**src/rtl/char_write_scheduler.sv**
```systemverilog
// Character write scheduler: round-robin arbitration of two requesters into a
// small write FIFO, drained into the char_row bank only during vertical blanking,
// with a bulk-clear sequencer that takes priority over the FIFO.
module char_write_scheduler #(
  parameter int unsigned NUM_ROWS   = 8,
  parameter int unsigned COLS       = 32,
  parameter int unsigned FIFO_DEPTH = 4,
  parameter int unsigned V_ACTIVE   = 480,
  parameter int unsigned V_TOTAL    = 525,
  parameter logic [5:0]  CLEAR_CHAR = 6'h3F,
  localparam int unsigned ROW_W     = (NUM_ROWS > 1) ? $clog2(NUM_ROWS) : 1,
  localparam int unsigned COL_W     = (COLS > 1) ? $clog2(COLS) : 1,
  localparam int unsigned CNT_W     = $clog2(FIFO_DEPTH) + 1
) (
  input  logic                clk,
  input  logic                rst,
  input  logic                req0_valid,
  output logic                req0_ready,
  input  logic [ROW_W-1:0]    req0_row,
  input  logic [COL_W-1:0]    req0_col,
  input  logic [5:0]          req0_char,
  input  logic                req1_valid,
  output logic                req1_ready,
  input  logic [ROW_W-1:0]    req1_row,
  input  logic [COL_W-1:0]    req1_col,
  input  logic [5:0]          req1_char,
  input  logic [9:0]          ycoor,
  input  logic                clear_start,
  output logic                clear_busy,
  output logic [NUM_ROWS-1:0] wr_en,
  output logic [COL_W-1:0]    wr_col,
  output logic [5:0]          wr_char,
  output logic [CNT_W-1:0]    fifo_count
);

  localparam int unsigned PTR_W = (FIFO_DEPTH > 1) ? $clog2(FIFO_DEPTH) : 1;
  localparam int unsigned ENT_W = ROW_W + COL_W + 6;
  localparam logic [ROW_W-1:0] LastRow = ROW_W'(NUM_ROWS - 1);
  localparam logic [COL_W-1:0] LastCol = COL_W'(COLS - 1);

  typedef enum logic [1:0] {StIdle, StWait, StClear, StDrain} state_e;

  state_e            state_q, state_d;
  logic              last_grant_q;
  logic [PTR_W-1:0]  wptr_q, rptr_q;
  logic [CNT_W-1:0]  count_q;
  logic              clear_busy_q;
  logic [ROW_W-1:0]  clr_row_q;
  logic [COL_W-1:0]  clr_col_q;
  logic [ENT_W-1:0]  mem [FIFO_DEPTH];

  logic              gate;
  logic              push, pop, clr_wr, grant1;
  logic [ENT_W-1:0]  push_data;
  logic [ROW_W-1:0]  rd_row;
  logic [COL_W-1:0]  rd_col;
  logic [5:0]        rd_char;

  // The last frame line is a guard so a write never lands on the first visible line.
  assign gate = (ycoor >= 10'(V_ACTIVE)) && (ycoor < 10'(V_TOTAL - 1));

  assign fifo_count = count_q;
  assign clear_busy = clear_busy_q;

  // Round-robin grant off the registered count; a full FIFO refuses even if a pop is due.
  always_comb begin
    req0_ready = 1'b0;
    req1_ready = 1'b0;
    if (!rst && (count_q < CNT_W'(FIFO_DEPTH))) begin
      if (req0_valid && req1_valid) begin
        req0_ready = last_grant_q;
        req1_ready = !last_grant_q;
      end else begin
        req0_ready = req0_valid;
        req1_ready = req1_valid;
      end
    end
  end

  assign grant1    = req1_valid && req1_ready;
  assign push      = (req0_valid && req0_ready) || grant1;
  assign push_data = grant1 ? {req1_row, req1_col, req1_char} : {req0_row, req0_col, req0_char};
  assign {rd_row, rd_col, rd_char} = mem[rptr_q];

  // Work is only issued when the gate was open at the decision edge as well.
  assign pop    = (state_q == StDrain) && gate && (count_q != '0);
  assign clr_wr = (state_q == StClear) && gate && clear_busy_q;

  // Next state: clear beats drain while blanking; any pending work outside blanking waits.
  always_comb begin
    state_d = StIdle;
    if (gate) begin
      if (clear_busy_q) begin
        state_d = StClear;
      end else if (count_q != '0) begin
        state_d = StDrain;
      end
    end else if (clear_busy_q || (count_q != '0)) begin
      state_d = StWait;
    end
  end

  // FIFO storage; contents are don't-care until written, pointers carry the reset.
  always_ff @(posedge clk) begin
    if (push) begin
      mem[wptr_q] <= push_data;
    end
  end

  // Control state, FIFO pointers, clear walker and registered write strobes.
  always_ff @(posedge clk) begin
    if (rst) begin
      state_q      <= StIdle;
      last_grant_q <= 1'b1;
      wptr_q       <= '0;
      rptr_q       <= '0;
      count_q      <= '0;
      clear_busy_q <= 1'b0;
      clr_row_q    <= '0;
      clr_col_q    <= '0;
      wr_en        <= '0;
      wr_col       <= '0;
      wr_char      <= '0;
    end else begin
      state_q <= state_d;
      wr_en   <= '0;
      count_q <= count_q + CNT_W'(push) - CNT_W'(pop);
      if (push) begin
        wptr_q       <= wptr_q + PTR_W'(1);
        last_grant_q <= grant1;
      end
      if (pop) begin
        rptr_q  <= rptr_q + PTR_W'(1);
        wr_en   <= NUM_ROWS'(1) << rd_row;
        wr_col  <= rd_col;
        wr_char <= rd_char;
      end
      if (clear_start && !clear_busy_q) begin
        clear_busy_q <= 1'b1;
        clr_row_q    <= '0;
        clr_col_q    <= '0;
      end
      if (clr_wr) begin
        wr_en   <= NUM_ROWS'(1) << clr_row_q;
        wr_col  <= clr_col_q;
        wr_char <= CLEAR_CHAR;
        if (clr_col_q == LastCol) begin
          clr_col_q <= '0;
          if (clr_row_q == LastRow) begin
            clr_row_q    <= '0;
            clear_busy_q <= 1'b0;
          end else begin
            clr_row_q <= clr_row_q + ROW_W'(1);
          end
        end else begin
          clr_col_q <= clr_col_q + COL_W'(1);
        end
      end
    end
  end

endmodule

```
**config.mk**
```make
export PLATFORM = sky130hd
export DESIGN_NAME = char_write_scheduler
export DESIGN_NICKNAME = d
export VERILOG_FILES = /design/src/rtl/char_write_scheduler.sv
export SDC_FILE = /design/constraint.sdc
export NUM_CORES = 1
export LEC_CHECK = 0
export CORE_MARGIN = 10
export CORE_UTILIZATION = 35
export DETAILED_ROUTE_END_ITERATION = 8
export PLACE_DENSITY_LB_ADDON = 0.25
export SLEW_MARGIN = 5
export SYNTH_ARGS = -nofsm -noshare
export SYNTH_HDL_FRONTEND = slang
export SYNTH_SLANG_ARGS = --single-unit
```
**constraint.sdc**
```tcl
create_clock -name clk -period 5.2 [get_ports clk]
set_clock_uncertainty 0.2 [all_clocks]
set_input_delay 1.56 -clock clk [delete_from_list [all_inputs] [get_ports clk]]
set_output_delay 1.56 -clock clk [all_outputs]
set_load 0.005 [all_outputs]
```
# ---- Word-level counts from Yosys, hierarchy flattened
# Memories as Yosys holds them, arrays and structs flattened. A register that Yosys moved wholly into a read port is not among the register bits.
# Cells that the tools add are included.
dict set report word_totals {
  ram_bits 56
  regBits 38
  output_inout_bits 25
  word_cells 75
  n_memories 1
  input_bits 43
}
dict set report op_classes {
  n_lt_le_gt_ge 3
  muxes 30
  eq_ne 4
  n_reduce_logical 18
  addsub 6
  shift 2
}
# memory words width read_ports rd_ports_with_merged_regs write_ports line_no
set memory_table {}
lappend memory_table {mem 4 14 1 1 1 50} ;# logic [ENT_W-1:0] mem [FIFO_DEPTH];
# op n
set ops {}
lappend ops {{two-way mux 5 bit} 5}
lappend ops {{two-way mux 8 bit} 2}
lappend ops {{left shift 1 x 3 -> 8 bit, first input constant} 2}
lappend ops {{two-way mux 14 bit} 1}
lappend ops {{two-way mux 3 bit} 4}
lappend ops {{two-way mux 6 bit} 2}
lappend ops {{two-way mux 1 bit} 11}
lappend ops {{greater-or-equal comparator 10 x 9 -> 1 bit, second input constant} 1}
lappend ops {{logical AND 1 bit} 10}
lappend ops {{< comparator 10 bit, second input constant} 1}
lappend ops {{two-way mux 2 bit} 5}
lappend ops {{adder 5 x 1 -> 5 bit, second input constant} 1}
lappend ops {{== test 5 bit, second input constant} 1}
lappend ops {{adder 2 x 1 -> 2 bit, second input constant} 2}
lappend ops {{== test 2 bit, second input constant} 2}
lappend ops {{nonzero test 2 bit} 2}
lappend ops {{adder 3 x 1 -> 3 bit} 1}
lappend ops {{adder 3 x 1 -> 3 bit, second input constant} 1}
lappend ops {{== test 3 bit, second input constant} 1}
lappend ops {{logical NOT 1 bit} 3}
lappend ops {{< comparator 3 bit, second input constant} 1}
lappend ops {{nonzero test 3 bit} 1}
lappend ops {{subtractor 3 x 1 -> 3 bit} 1}
lappend ops {{logical OR 1 bit} 2}

# ---- Longest topological paths before layout
# Gate-level depths: netlist of the first run.
dict set report logic_depth {
  word_depth 7
  mapped_depth 10
  mapped_depth_nobuf 9
}

# ---- Worst setup path after synthesis of the first run
# OpenSTA, ideal clock, no wires.
dict set report synth_path {
  path_kind {input to output}
  startpoint {input port rst}
  endpoint {output port req1_ready}
  path_stages 4
  path_slack_ps 1244
  t_arrival_ps 2196
  t_required_ps 3440
  cell_sequence {nor2_1 > nand3_1 > buf_2 > inv_1}
}
dict set report synth_between {
  elab_chain_len 3
}
# element line_no
set synth_lines {}
lappend synth_lines {{start: declaration} 16} ;# input logic rst,
lappend synth_lines {{logical NOT 1 bit} 69} ;# if (!rst && (count_q < CNT_W'(FIFO_DEPTH))) begin
lappend synth_lines {{logical AND 1 bit} 69}
lappend synth_lines {{two-way mux 1 bit} 69}
lappend synth_lines {{end: declaration} 23} ;# output logic req1_ready,
# Every way passes these cells.

# ---- Final worst setup path of the first run
# Same ends and word-level chain as after synthesis.

==> reports/summary.txt, run 1 <==
run status = completed
PwrDens = 310 nW/µm²
post-detailed-placement half-perimeter wirelength = 6.42 mm
ys async rst share = 0%
slowest CP cell = clkdlybuf4s50_1
Netlist Area Pre-Place = 4190 µm²
commonest non-fill, non-tap cells in the layout = clkdlybuf4s50_1 (65), edfxtp_1 (56), dfxtp_1 (40)
Synth warnings = 0
routed via count = 2703
first-pass GRT wire length = 15.1 mm
TritonCTS clock tree = yes
total of fill cells in the finished design = 1058
CP Launch Type = input port
combinational fraction of design power = 10.1%
synthesis-to-layout area growth = 24.3%
most common cell after layout, fill and taps aside = clkdlybuf4s50_1
synthesis-stage register bit count = 96
footprint of the multi-input gates = 1570 µm²
CTS Sinks = 96
final wirelength = 9.29 mm
postcts setup bufs = 0
ant diodes = 0
port bufs = 65
worst hold slack = 0.316 ns
Placer Congestion = 0.725
Synth cell types = 53
worst path required time = 3.44 ns
Sw Share = 22.2%
GRT Overall Usage = 11.7%
Syn Nets = 360
largest family of logic cells by synthesized area = multiplexers
Die Ht = 129 µm
worst-path maximum fanout = 3
storage element area = 2480 µm²
final hold vios = 0
worst path arrival time = 3.00 ns
Post-Synth Simple-Gate Area = 10.7%
number of global-route vias before repair = 2829
Starting Density = 36.2%
core footprint = 11600 µm²
max-cap viol count = 0
peak per-stage delay on the critical path = 0.51 ns
CP bufs+invs = 3
TritonCTS buffer count = 9
largest net degree at the start of global routing = 31
sequential power share = 53.6%
Compound-Gate Fraction of Synth Area = 10.0%
Clk pwr share = 36.3%
clk slew on worst S/H paths = 0.07 ns
die width = 129 µm
Seq/Total Area, Yosys = 59.2%
Synth Area in XOR/XNOR = 0.627%
mux cell area share after synthesis = 11.5%
cell count after synthesis = 302
FMAX = 0.210 GHz
cell family with most CP delay = buffers and inverters
RSZ-0062 raised after global routing = false
CP dominant cell by count = clkdlybuf4s50_1
fraction of layout instances using a drive strength above 1 = 14.6%
EDFF count, synth = 56
LEAKAGE = 1.76 nW
Post-Syn Area per Cell = 13.9 µm²
Final min period = 4.76 ns
DR vias/cell = 5.27
VDD IR-drop max = 140 µV
1st-pass router iterations = 4
Worst Max-Slew Pin Slew = 1.00 ns
crit end category = output pin
Nets = 423
DRC violations left = 0
die area = 16700 µm²
setup violators final = 0
Adder-Cell Fraction of Synth Area = 4.66%
First DRT Iteration DRCs = 117
H-tree depth = 3
predominant post-synthesis flop cell = edfxtp_1
relative slew slack = 33.1%
CTS root buf = clkbuf_16
CTS max path bufs = 2
Skew-Pair Late Insertion Delay = 0.34 ns
P_sw = 0.000359 W
hold_buf cts = 0
PostCTS Resize Cnt = 0
setup TNS = 0 ns
grt total ovfl = 0
I/O pin count = 68
Power, Total = 0.00161 W
fin. max-slew vios = 0
P_int = 0.00125 W
Antenna Violating Nets Remaining = 0
FP Rows = 39
CP Class = in2out
initial antenna violation count = 0
worst min-delay path category = reg2reg
drt wl/cell = 18.1 µm
fin crit share = 91.5%
crit-path cells = clkdlybuf4s50_1, nor2_1, nand3_1, inv_1, clkdlybuf4s50_1
-- layout make-up --
cell class,count,area share (%)
multi-input cells,177,30.2
well taps,143,3.44
flip-flops and latches,96,47.7
inverters,14,1.01
repair buffers,67,12.8
clock buffers,12,4.54
clock inverters,4,0.408
-- state kept, by name, summed over array words and instances (netlist names), named ones only --
register,count
clear_busy,1
clr_col_q,5
clr_row_q,3
fifo_count,3
last_grant_q,1
mem,56
rptr_q,2
state_q,2
wptr_q,2
wr_char,6
wr_col,5
wr_en,8
-- metal layers --
| layer | wire length (µm) | track usage, % | vias to the layer above |
|---|---|---|---|
| met5 | 0 | 0 | - |
| met4 | 174 | 4.89 | 0 |
| met3 | 514 | 3.63 | 12 |
| met2 | 4490 | 19.1 | 74 |
| met1 | 4110 | 14.0 | 1327 |
| li1 | - | - | 1290 |
-- power by group through the flow --
stage	Sequential, W	Clock, W	Combinational, W
floorplan	0.000876	0	0.0000933
global placement	0.000879	0	0.000162
detailed placement	0.000881	0	0.000166
CTS	0.000865	0.000603	0.000167
global route	0.000868	0.000633	0.000182
finish	0.000864	0.000585	0.000163
-- tightest hold or removal path, cell delays in order, from the launching register on --
cell and delay [ns]:
dfxtp_1 0.32, o21ai_0 0.07, a31oi_1 0.08
-- metrics by stage --
stage | instance area, µm² | util (%) | cells | worst slack, ns
5_1_grt | 5210 | 45.0 | 513 | 0.314
3_5_place_dp | 4950 | 42.8 | 497 | 0.391
4_1_cts | 5210 | 45.0 | 513 | 0.389
6_report | 5210 | 45.0 | 513 | 0.444
3_3_place_gp | 4950 | 42.8 | 497 | 0.388
2_1_floorplan | 4190 | - | 302 | 1.24
-- worst paths after layout --
check	from	end	slack [ns]	depth (start not counted)
max	rst	req1_ready	0.44	5
min reg2reg	wr_char[0]$_SDFFE_PP0P_	wr_char[0]$_SDFFE_PP0P_	0.32	2
min	wr_char[0]$_SDFFE_PP0P_	wr_char[0]$_SDFFE_PP0P_	0.32	2
max reg2reg	fifo_count[0]$_SDFF_PP0_	fifo_count[2]$_SDFF_PP0_	2.47	9
-- cells by family (layout without fill, tap and decap cells) --
logic type,Yosys count,after routing
XOR/XNOR,3,3
AO/OA/AOI/OAI,55,55
flip-flops,96,96
adder cells (fa/ha/maj),15,15
AND/OR/NAND/NOR,75,75
multiplexers,29,29
buffers and inverters,29,97
-- synth_stat cells, types with 2 or more instances --
cell / number / area, µm²
ha_1: 14 / 175
nor2_1: 13 / 48.8
buf_6: 2 / 22.5
o21ai_0: 10 / 50.1
or3_1: 2 / 12.5
nand2_1: 10 / 37.5
o21a_1: 2 / 15.0
a311oi_1: 2 / 17.5
o221ai_1: 4 / 35.0
nand2b_1: 3 / 18.8
a31oi_1: 9 / 56.3
a32o_1: 3 / 30.0
a31o_2: 2 / 17.5
o211ai_1: 3 / 22.5
nor3_1: 3 / 15.0
buf_4: 2 / 15.0
clkbuf_1: 7 / 26.3
a22o_1: 5 / 43.8
a21oi_1: 6 / 30.0
mux4_2: 14 / 315
and2_1: 5 / 31.3
edfxtp_1: 56 / 1680
inv_1: 13 / 48.8
dfxtp_1: 40 / 801
nand4_1: 6 / 37.5
nor2b_1: 7 / 43.8
nand3_1: 14 / 70.1
and3_1: 2 / 12.5
buf_2: 4 / 20.0
mux2_2: 14 / 158
xnor2_1: 3 / 26.3
No activity file was read; power rests on OpenSTA's default activity.
==> run 2: changes to the inputs <==
--- a/config.mk
+++ b/config.mk
@@ -6,4 +6,5 @@
 export NUM_CORES = 1
 export LEC_CHECK = 0
+export CAP_MARGIN = 30
 export CORE_MARGIN = 10
 export CORE_UTILIZATION = 35
==> constraint.sdc (replaced) <==
create_clock -name clk -period 5.2 [get_ports clk]
set_clock_uncertainty 0.2 [all_clocks]
set_input_delay 1.56 -clock clk [delete_from_list [all_inputs] [get_ports clk]]
set_output_delay 1.56 -clock clk [all_outputs]
set_load 0.02 [all_outputs]
==> reports/summary.txt, run 2 (same netlist as run 1, synthesis figures left out) <==
run status = completed
largest net degree at the start of global routing = 31 (unchanged)
Starting Density = 36.2% (unchanged)
core footprint = 11600 µm² (unchanged)
Nets = 424 (+0.24%)
fin crit share = 94.1% (+2.6 points)
crit end category = output pin
worst min-delay path category = reg2reg
hold path start = wr_char[2]$_SDFFE_PP0P_
grt total ovfl = 0 (unchanged)
first-pass GRT wire length = 15.0 mm (-0.55%)
First DRT Iteration DRCs = 143 (+22%)
CP Launch Type = input port
DRC violations left = 0 (unchanged)
cell family with most CP delay = buffers and inverters
final core occ = 45.3% (+0.27 points)
placed cells = 498 (+0.20%)
Placed Area = 4970 µm² (+0.30%)
Reg2Reg Setup Slack = 2.47 ns (about the same)
peak per-stage delay on the critical path = 0.62 ns (+0.11 ns)
CP Class = in2out
I/O pin count = 68 (unchanged)
max-cap viol count = 0 (unchanged)
RSZ-0062 raised after global routing = false
PwrDens = 314 nW/µm² (+1.3%)
ant diodes = 0 (unchanged)
setup TNS = 0 ns (unchanged)
synthesis-to-layout area growth = 25.1%
Largest register FFs = 56 (unchanged)
Sw Share = 21.8% (-0.42 points)
worst-path maximum fanout = 3 (unchanged)
commonest non-fill, non-tap cells in the layout = clkdlybuf4s50_1 (65), edfxtp_1 (56), dfxtp_1 (40)
Clk pwr share = 37.0% (+0.7 points)
Worst path depth = 5 (unchanged)
TritonCTS clock tree = yes
VDD IR-drop max = 180 µV (+28%)
clk slew on worst S/H paths = 0.06 ns (about the same)
initial antenna violation count = 0 (unchanged)
GRT Overall Usage = 11.5% (-0.13 points)
final hold vios = 0 (unchanged)
Design Area, Final = 5240 µm² (+0.60%)
fin. max-slew vios = 0 (unchanged)
Final min period = 4.89 ns (+0.135 ns)
CTS root buf = clkbuf_16
fraction of layout instances using a drive strength above 1 = 15.1% (+0.50 points)
worst path arrival time = 3.13 ns (+0.13 ns)
routed via count = 2680 (-0.85%)
1st-pass router iterations = 4 (unchanged)
die width = 129 µm (unchanged)
Worst Max-Slew Pin Slew = 0.799 ns (-0.203 ns)
Non-Filler Instances = 514 (+0.19%)
postcts setup bufs = 0 (unchanged)
post-detailed-placement half-perimeter wirelength = 6.41 mm (-0.17%)
number of global-route vias before repair = 2772 (-2.0%)
PostCTS Resize Cnt = 0 (unchanged)
port bufs = 65 (unchanged)
CP dominant cell by count = clkdlybuf4s50_1
Placer Congestion = 0.727 (+0.22%)
CTS Sinks = 96 (unchanged)
DR vias/cell = 5.21 (-1.0%)
most common cell after layout, fill and taps aside = clkdlybuf4s50_1
Skew-Pair Late Insertion Delay = 0.33 ns (about the same)
hold_buf cts = 0 (unchanged)
P_int = 0.00129 W (+2.5%)
die area = 16700 µm² (unchanged)
CP bufs+invs = 3 (unchanged)
slowest CP cell = clkdlybuf4s50_1
worst setup path start = rst
pre-CTS WS = 0.282 ns (-0.109 ns)
sequential power share = 52.6% (-1.0 points)
FP Rows = 39 (unchanged)
P_sw = 0.000359 W (about the same)
H-tree depth = 3 (unchanged)
worst path required time = 3.44 ns (about the same)
drt wl/cell = 18.0 µm (-0.58%)
final wirelength = 9.25 mm (-0.39%)
FMAX = 0.204 GHz (-2.8%)
reg-to-reg endpoint = fifo_count[2]$_SDFF_PP0_
TritonCTS buffer count = 9 (unchanged)
RR Startpoint = fifo_count[1]$_SDFF_PP0_
setup violators final = 0 (unchanged)
Antenna Violating Nets Remaining = 0 (unchanged)
CTS max path bufs = 2 (unchanged)
final setup margin = 0.309 ns (-0.135 ns)
LEAKAGE = 1.78 nW (+1.1%)
crit-path cells = clkdlybuf4s50_1, nor2_1, nand3_1, inv_1, clkdlybuf4s50_1
combinational fraction of design power = 10.4% (+0.3 points)
relative slew slack = 46.7% (+14 points)
Die Ht = 129 µm (unchanged)
CP endpoint = req1_ready
Largest Register = mem
Register-to-Register Path Depth = 9 (unchanged)
biggest regs = mem: 56 flops, wr_en: 8 flops, wr_char: 6 flops
==> run 2: cell types whose count changed in the layout (fill, tap and decap cells not counted), sizes merged <==
| cell | before | now |
|---|---|---|
| clkbuf | 12 | 15 |
| clkinvlp | 1 | 0 |
| buf | 2 | 3 |
| clkinv | 4 | 2 |
==> run 2: area by class of cell <==
type | count | area, µm²
clock inverter | 1 | 5.00
multi-input combinational | 177 | 1570
timing repair buffer | 68 | 681
tap | 143 | 179
sequential | 96 | 2480
fill | 1034 | 6320
clock buffer | 15 | 269
inverter | 14 | 52.6
==> run 2: metrics by stage <==
step                total power (W)  hold WS (ns)
floorplan                  0.000976         0.286
global placement            0.00105         0.298
detailed placement          0.00105         0.311
CTS                         0.00166         0.321
global route                0.00172         0.333
finish                      0.00164         0.315
==> run 2: metal layers <==
metal  track usage [%]  part of all wire, %
met3              3.10                  6.1
met4              4.76                  1.3
met1              13.9                   44
met2              19.2                   49
met5                 0                    0
==> run 2: power by group through the flow <==
stage	registers [W]	logic [W]	clock network [W]
6_report	0.000865	0.000171	0.000609
3_3_place_gp	0.000879	0.000169	0
4_1_cts	0.000865	0.000174	0.000625
3_5_place_dp	0.000881	0.000173	0
2_1_floorplan	0.000882	0.0000949	0
5_1_grt	0.000869	0.000190	0.000657
==> run 2: how the worst min path moves through the flow <==
stage | to | slack, ns | cells after the start
2_1_floorplan | clr_col_q[4]$_SDFFE_PP0P_ | 0.29 | 2
3_3_place_gp | clr_col_q[4]$_SDFFE_PP0P_ | 0.30 | 2
3_5_place_dp | wr_char[2]$_SDFFE_PP0P_ | 0.31 | 2
4_1_cts | clr_col_q[4]$_SDFFE_PP0P_ | 0.32 | 2
5_1_grt | clr_col_q[4]$_SDFFE_PP0P_ | 0.33 | 2
6_report | wr_char[2]$_SDFFE_PP0P_ | 0.31 | 2
==> run 2: worst register-to-register path, stage by stage (launching register included) <==
cell and delay, ns:
dfxtp_1 0.34, or3_1 0.40, nand3_1 0.40, nor2_1 0.13, ha_1 0.31, inv_1 0.04
ha_1 0.18, fa_1 0.39, xnor2_1 0.17, nor2_1 0.06
==> run 3: changes to the inputs <==
Settings changed: HOLD_SLACK_MARGIN set to 0.15.
==> results of run 3 <==
The final DEF is identical to that of run 2; final timing and power are the same.
